$ cat src/rtl/key_mode_ctrl.sv
`default_nettype none
// ============================================================================
// Module      : key_mode_ctrl
// Description : Debounced pushbutton front-end; short press steps the 2-bit
//               LED mode, long press forces mode 0.
// Revision    : 1.0 - initial release
// ============================================================================
module key_mode_ctrl #(
    parameter int DEB_CYCLES  = 800_000,
    parameter int LONG_CYCLES = 40_000_000
) (
    input  logic       clk,
    input  logic       rst_n,
    input  logic       key_n,
    output logic [1:0] ctrl,
    output logic       key_down,
    output logic       short_pulse,
    output logic       long_pulse
);

    localparam int c_DEB_W  = $clog2(DEB_CYCLES);
    localparam int c_HOLD_W = $clog2(LONG_CYCLES);

    localparam logic [c_DEB_W-1:0]  c_DEB_MAX  = c_DEB_W'(DEB_CYCLES - 1);
    localparam logic [c_HOLD_W-1:0] c_HOLD_MAX = c_HOLD_W'(LONG_CYCLES - 1);
    localparam logic [c_DEB_W-1:0]  c_DEB_ONE  = c_DEB_W'(1);
    localparam logic [c_HOLD_W-1:0] c_HOLD_ONE = c_HOLD_W'(1);

    localparam logic [1:0] S_IDLE = 2'd0;
    localparam logic [1:0] S_HELD = 2'd1;
    localparam logic [1:0] S_LONG = 2'd2;

    logic                r_sync1;
    logic                r_key_s;
    logic                r_key_db;
    logic                r_key_down;
    logic [c_DEB_W-1:0]  r_deb_cnt;
    logic [c_HOLD_W-1:0] r_hold_cnt;
    logic [1:0]          r_state;
    logic [1:0]          r_ctrl;
    logic                r_short;
    logic                r_long;

    // Two-flop synchroniser, reset to the released level
    always_ff @(posedge clk or negedge rst_n) begin
        if (!rst_n) begin
            r_sync1 <= 1'b1;
            r_key_s <= 1'b1;
        end else begin
            r_sync1 <= key_n;
            r_key_s <= r_sync1;
        end
    end

    // key_down is kept as its own flop so no output sits behind an inverter
    always_ff @(posedge clk or negedge rst_n) begin
        if (!rst_n) begin
            r_key_db   <= 1'b1;
            r_key_down <= 1'b0;
            r_deb_cnt  <= '0;
        end else if (r_key_s == r_key_db) begin
            r_deb_cnt <= '0;
        end else if (r_deb_cnt == c_DEB_MAX) begin
            r_key_db   <= r_key_s;
            r_key_down <= ~r_key_s;
            r_deb_cnt  <= '0;
        end else begin
            r_deb_cnt <= r_deb_cnt + c_DEB_ONE;
        end
    end

    always_ff @(posedge clk or negedge rst_n) begin
        if (!rst_n) begin
            r_state    <= S_IDLE;
            r_hold_cnt <= '0;
            r_ctrl     <= 2'd0;
            r_short    <= 1'b0;
            r_long     <= 1'b0;
        end else begin
            r_short <= 1'b0;
            r_long  <= 1'b0;
            case (r_state)
                S_IDLE: begin
                    if (!r_key_db) begin
                        r_state    <= S_HELD;
                        r_hold_cnt <= '0;
                    end
                end
                S_HELD: begin
                    // Release wins over the long threshold on the same cycle
                    if (r_key_db) begin
                        r_ctrl  <= r_ctrl + 2'd1;
                        r_short <= 1'b1;
                        r_state <= S_IDLE;
                    end else if (r_hold_cnt == c_HOLD_MAX) begin
                        r_ctrl  <= 2'd0;
                        r_long  <= 1'b1;
                        r_state <= S_LONG;
                    end else begin
                        r_hold_cnt <= r_hold_cnt + c_HOLD_ONE;
                    end
                end
                S_LONG: begin
                    if (r_key_db) begin
                        r_state <= S_IDLE;
                    end
                end
                default: begin
                    r_state <= S_IDLE;
                end
            endcase
        end
    end

    assign ctrl        = r_ctrl;
    assign key_down    = r_key_down;
    assign short_pulse = r_short;
    assign long_pulse  = r_long;

endmodule
`default_nettype wire
$ cat config.mk
export PLATFORM = sky130hd
export DESIGN_NAME = key_mode_ctrl
export DESIGN_NICKNAME = d
export VERILOG_FILES = /design/src/rtl/key_mode_ctrl.sv
export SDC_FILE = /design/constraint.sdc
export NUM_CORES = 1
export LEC_CHECK = 0
export BUFFER_PORTS_ARGS = -buffer_cell sky130_fd_sc_hd__buf_4
export CAP_MARGIN = 10
export CORE_ASPECT_RATIO = 1.1
export CORE_MARGIN = 1.5
export CORE_UTILIZATION = 40
export DETAILED_ROUTE_END_ITERATION = 7
export GPL_ROUTABILITY_DRIVEN = 0
export PLACE_DENSITY = 0.56
export SLEW_MARGIN = 30
export SYNTH_ARGS = -nofsm -noshare
export SYNTH_HDL_FRONTEND = slang
export SYNTH_SLANG_ARGS = --single-unit
$ cat constraint.sdc
create_clock -name clk -period 1.95 [get_ports clk]
set_input_delay 0.39 -clock clk [delete_from_list [all_inputs] [get_ports clk]]
set_output_delay 0.39 -clock clk [all_outputs]
set_load 0.02 [all_outputs]
# Word-level counts from Yosys, hierarchy flattened
# Cells that the tools add are included.
[classes]
n_addsub = 3
n_mul = 0
div = 0
order_cmp = 0
eq_ne = 10
shifts = 0
muxes = 18
n_bitwise = 2
n_reduce_logical = 7
[ops]
columns = ["cell", "n"]
rows = [
  ["two-way mux 26 bit", 3],
  ["case mux 26 bit (2 select lines)", 1],
  ["two-way mux 20 bit", 2],
  ["adder 26 x 1 -> 26 bit, second input constant", 1],
  ["== test 26 bit, second input constant", 1],
  ["adder 20 x 1 -> 20 bit, second input constant", 1],
  ["== test 20 bit, second input constant", 1],
  ["two-way mux 2 bit", 6],
  ["!= test 2 bit, second input constant", 4],
  ["case mux 2 bit (3 select lines)", 1],
  ["two-way mux 1 bit", 5],
  ["AND reduction 2 bit", 2],
  ["AND reduction 4 bit", 1],
  ["nonzero test 2 bit", 2],
  ["!= test 3 bit, second input constant", 1],
  ["AND reduction 3 bit", 1],
  ["adder 2 x 1 -> 2 bit, second input constant", 1],
  ["== test 2 x 1 -> 1 bit, second input constant", 1],
  ["== test 2 bit, second input constant", 1],
  ["logical NOT 2 bit", 1],
  ["inverter 1 bit", 2],
  ["== test 1 bit", 1],
]
[word_totals]
ff_bits = 56
latchBits = 0
ramBits = 0
mem_bits_ro = 0
inputBits = 3
word_cells = 50
mem_count = 0

# Depth between registers and ports, before layout
[logic_depth]
depth_word = 4
mapped_depth = 8
mapped_depth_nobuf = 6

# Worst setup path before layout
# Ideal clock, no wire load.
[synth_timing]
path_kind = "flip-flop to flip-flop"
start = "register r_hold_cnt[0]"
end = "register r_hold_cnt[22]"
setup_ns = 0.119
t_arrival_ns = 1.715
required_ns = 1.831
slack_ns = 0.116
path_stages_with_launch = 8
n_path_buf = 1
path_cell_list = "dfrtp_1 > ha_1 > nand4_1 > or3_1 > buf_6 > nor4_4 > xnor2_1 > nor2_2"
[synth_via]
elab_chain_len = 4
[synth_lines]
columns = ["element", "line", "text"]
rows = [
  ["start: declaration", "38", "logic [c_HOLD_W-1:0] r_hold_cnt;"],
  ["start signal: assignment", "100", "r_hold_cnt <= r_hold_cnt + c_HOLD_ONE;"],
  ["adder 26 x 1 -> 26 bit", "100", ""],
  ["two-way mux 26 bit", "95", "end else if (r_hold_cnt == c_HOLD_MAX) begin"],
  ["two-way mux 26 bit", "91", "if (r_key_db) begin"],
  ["case mux 26 bit (2 select lines)", "82", "case (r_state)"],
]
# Several ways; a longest one is shown, not always the timed one. The select of a mux whose other input is x is not followed.
# A chain may end at the register's enable or synchronous reset.

# Final worst setup path
[layout_timing]
start = "register r_hold_cnt[0]"
end = "register r_state[1]"
[layout_via]
elab_chain_len = 3
[layout_lines]
columns = ["element", "line", "text"]
rows = [
  ["== test 26 bit", "95", ""],
  ["!= test 3 bit (no line)", "--", ""],
  ["AND reduction 3 bit (no line)", "--", ""],
  ["end signal: assignment", "94", "r_state <= S_IDLE;"],
  ["end signal: assignment", "98", "r_state <= S_LONG;"],
  ["end signal: assignment", "105", "r_state <= S_IDLE;"],
  ["end: declaration", "39", "logic [1:0] r_state;"],
]
# Every way passes these cells.

==> results list <==
- Across all layers, the routed design uses about 2,200 vias.
* Number of cells on the critical path: 7
* # IOs: 8
- Max-cap violations in this run came to 0.
- The count of final hold-check violations was 0.
- In the final layout, the share of cells above drive strength 1 is 0.1832.
- CTS built an H-tree with a depth of 2.
- The via count of the first global-routing pass was around 2,100.
- EDFF count, synth: 0
* Y dimension of the die: ~92 um
- Mean cell area of the mapped netlist: around 9.7 um^2
- Across the whole layout, storage elements account for between 1000 and 1500 um^2.
- When the netlist entered floorplanning its net count stood at 300.
- The clock period could shrink to 1.837 ns.
- The HPWL after detailed placement is a little under 4000 um.
* Number of buffers between clock root and the deepest sink: 2
* Core Rows: 32
- Commonest non-fill, non-tap cell in the layout: sky130_fd_sc_hd__dfrtp_1
* Average wire per standard cell: roughly 14 um
- Maximum net fanout on the critical path: 5
- Sw Share: 0.2433
* Cell type of the slowest stage on the worst timing path: sky130_fd_sc_hd__dfrtp_1
* Classification of the worst setup path: reg2reg
* Final Hold Slack: ~0.095 ns
- Cell Chain, Critical Path: ha_1 > nand4_1 > nor2_2 > buf_4 > nand3_1 > or2_2 > a21oi_1
- Data required time of the critical path: ~2.2 ns
- Tracing the worst setup path back leads to its startpoint at r_hold_cnt[0].
* Pin count of the biggest net entering global routing: 57
* Antenna diode instance count: 0
* Transition at the pin with the smallest max-transition slack: 0.7027 ns
- Of the total power, combinational logic draws 0.023.
* Highest ir drop seen on vdd: about 0.28 mV
* Number of clock sinks: between 50 and 60
* Period utilization: 0.9422
- CP delay by family, top: simple AND/OR/NAND/NOR gates
* Critical path destination: r_state[1]
* Final design utilization: 0.4666
- Drt via density: roughly 5.3
- Crit path capture type: register
- Total die area: between 7000 and 8000 um^2
- R2r setup slk: 0.11 ns
- The worst setup path is launched from a register.
* CP max stage delay: 0.38 ns
- Number of buffers created by CTS: 5
- The synthesized netlist contains 45 unique library cells.
- Endpoint of the lowest-slack register-to-register path: r_state[1]
* Clock transition at the registers of the reported paths: 0.11 ns
* Buf/Inv on CP: 1
* Insertion delay to the later sink of the worst-skew pair: approximately 0.32 ns
* Sequential-to-total area share from yosys stat: 0.4900
- The final number of max-transition violations came to 0.
- Mapped Cells: around 300
- The count of nets left with antenna violations once routing finished came out at 0.
* Leak pwr: about 1.5 nW
* Cell internal power dissipation: approximately 0.0014 W
- After detailed routing, the number of remaining DRC violations is 0.
- Design area: 3251 um^2
* Sequential share of power: 0.617
* Final-layout setup total negative slack: 0 ns
- The placed instances occupy a cell area of a little over 3000 um^2.
- Ys Warns: 0
* Initial antenna violation count: 0
- Global-route total usage across every layer: 0.1597
- The tightest min-delay check is of the in2async type.
* Run status: complete, no violations
* Starting Density: 0.4116
- Measured against its own limit, the worst slew margin works out to 0.5315.
- Among all flip-flop cells after synthesis, the most frequent one is sky130_fd_sc_hd__dfrtp_1.
- Clock tree synthesis selected as its root buffer the cell sky130_fd_sc_hd__clkbuf_8.
* Clock Power Share: 0.360
* Detailed Route Iter0 Violations: 62
- Total standard cell area after synthesis: around 2900 um^2
- Max frequency: 544.3 MHz
* Reg-to-reg critical path startpoint: r_hold_cnt[0]
* Global-route wire length before repair: approximately 10000 um
* Number of cells traversed by the worst register-to-register path: 7
* Floorplan core area: about 7000 um^2
- Worst clock skew: around 0.015 ns
- Input/output buffers: 7
- Iteration count of the initial detailed-routing pass: 4
* Fill cell total of the finished layout: ~700
- The top cell types in the final layout, fill and taps aside, are sky130_fd_sc_hd__dfrtp_1, sky130_fd_sc_hd__nor2_1, sky130_fd_sc_hd__buf_4.
- For the worst setup path, the data arrival time is 2.09 ns.
- After detailed routing, the total wire length is between 5000 and 6000 um.
- TritonCTS built the clock tree.
- DIE WIDTH: 83.73 um
* Number of register bits inferred by synthesis: 56
* Share of flip-flops with an asynchronous set or reset after synthesis: 1.000
- Area growth from synthesis to layout: 13.35%
- Summed over all layers, the global routing overflow is 0.
* Number of nets in the final layout: 326
- Final-report setup violation count: 0
* Power density normalized to cell area: slightly below 600 nW/um^2
- Sw power: between 0.0004 and 0.0005 W
- Area of the multi-input gates: 1374 um^2
==> power groups by stage <==
stage / registers (W) / logic (W) / clock network [W]
2_1_floorplan: 0.00120 / 0.0000152 / 0
3_3_place_gp: 0.00120 / 0.0000438 / 0
3_5_place_dp: 0.00120 / 0.0000440 / 0
4_1_cts: 0.00118 / 0.0000440 / 0.000708
5_1_grt: 0.00118 / 0.0000536 / 0.000749
6_report: 0.00118 / 0.0000439 / 0.000685
==> flip-flops by register name, summed over array words and instances, names as in the netlist <==
| name | flops |
|---|---|
| r_key_db | 1 |
| ctrl | 2 |
| r_deb_cnt | 20 |
| r_hold_cnt | 26 |
| long_pulse | 1 |
| short_pulse | 1 |
| r_state | 2 |
| r_key_s | 1 |
| key_down | 1 |
| r_sync1 | 1 |
==> synthesized netlist by cell type, types with 5 or more instances <==
library cell,number,area [um^2]
sky130_fd_sc_hd__dfrtp_1,53,1326
sky130_fd_sc_hd__nor2_1,45,168.9
sky130_fd_sc_hd__nand2_1,23,86.33
sky130_fd_sc_hd__nand4_1,18,112.6
sky130_fd_sc_hd__xnor2_1,17,148.9
sky130_fd_sc_hd__nand3_1,16,80.08
sky130_fd_sc_hd__xor2_1,15,131.4
sky130_fd_sc_hd__inv_1,14,52.55
sky130_fd_sc_hd__a21oi_1,11,55.05
sky130_fd_sc_hd__and3_1,7,43.79
sky130_fd_sc_hd__and4_1,6,52.55
sky130_fd_sc_hd__nor3_1,6,30.03
sky130_fd_sc_hd__o21ai_0,5,25.02
==> area by class of cell <==
| cell class | count | area share |
|---|---|---|
| clock buffer | 5 | 0.02117 |
| clock inverter | 3 | 0.008083 |
| inverter | 14 | 0.01617 |
| multi-input combinational | 215 | 0.4226 |
| sequential | 56 | 0.4323 |
| tap | 85 | 0.03272 |
| timing repair buffer | 29 | 0.06697 |
==> repair_timing <==
item / 4_1_cts / 5_1_grt
endpoints found under the setup margin: 4 / 25
buffers inserted: 0 / 2
hold endpoints to repair: 0 / 0
hold buffers: 0 / 0
resized for setup: 3 / 5
gates cloned: 0 / 1
pin swaps: 0 / 2
==> metal layers <==
metal  vias to the layer above  GRT usage  share of wire
met2                        22     0.2755           0.49
li1                       1073          -              -
met1                      1067     0.2016           0.47
met4                         0    0.05738          0.015
met3                         7    0.02700          0.025
met5                         -          0              0
==> metrics by stage <==
stage                     power (W)  setup slack, ns  cells
after floorplan            0.001213           0.1162    295
after global placement     0.001242         -0.09923    396
after detailed placement   0.001242         -0.06801    396
after CTS                  0.001928          0.05445    404
after global routing       0.001980         -0.01310    407
final                      0.001905           0.1128    407
==> how the worst min path moves through the flow <==
stage               depth (start not counted)      endpoint  slack, ns
finish                                      1  r_deb_cnt[5]       0.09
global route                                1       r_sync1       0.15
CTS                                         1  r_deb_cnt[7]       0.13
detailed placement                          0       r_key_s       0.35
global placement                            0       r_key_s       0.35
floorplan                                   0       ctrl[0]       0.09
==> cell families after synthesis <==
group	synth area share
buffers and inverters	0.04537
adders and majority gates	0.008725
and+or+nand+nor	0.2810
DFF	0.4900
muxes	0.006981
AOI/OAI and AO/OA	0.07024
xor gates and xnor gates	0.09773
Note: power is estimated with default switching activity, not from simulation.
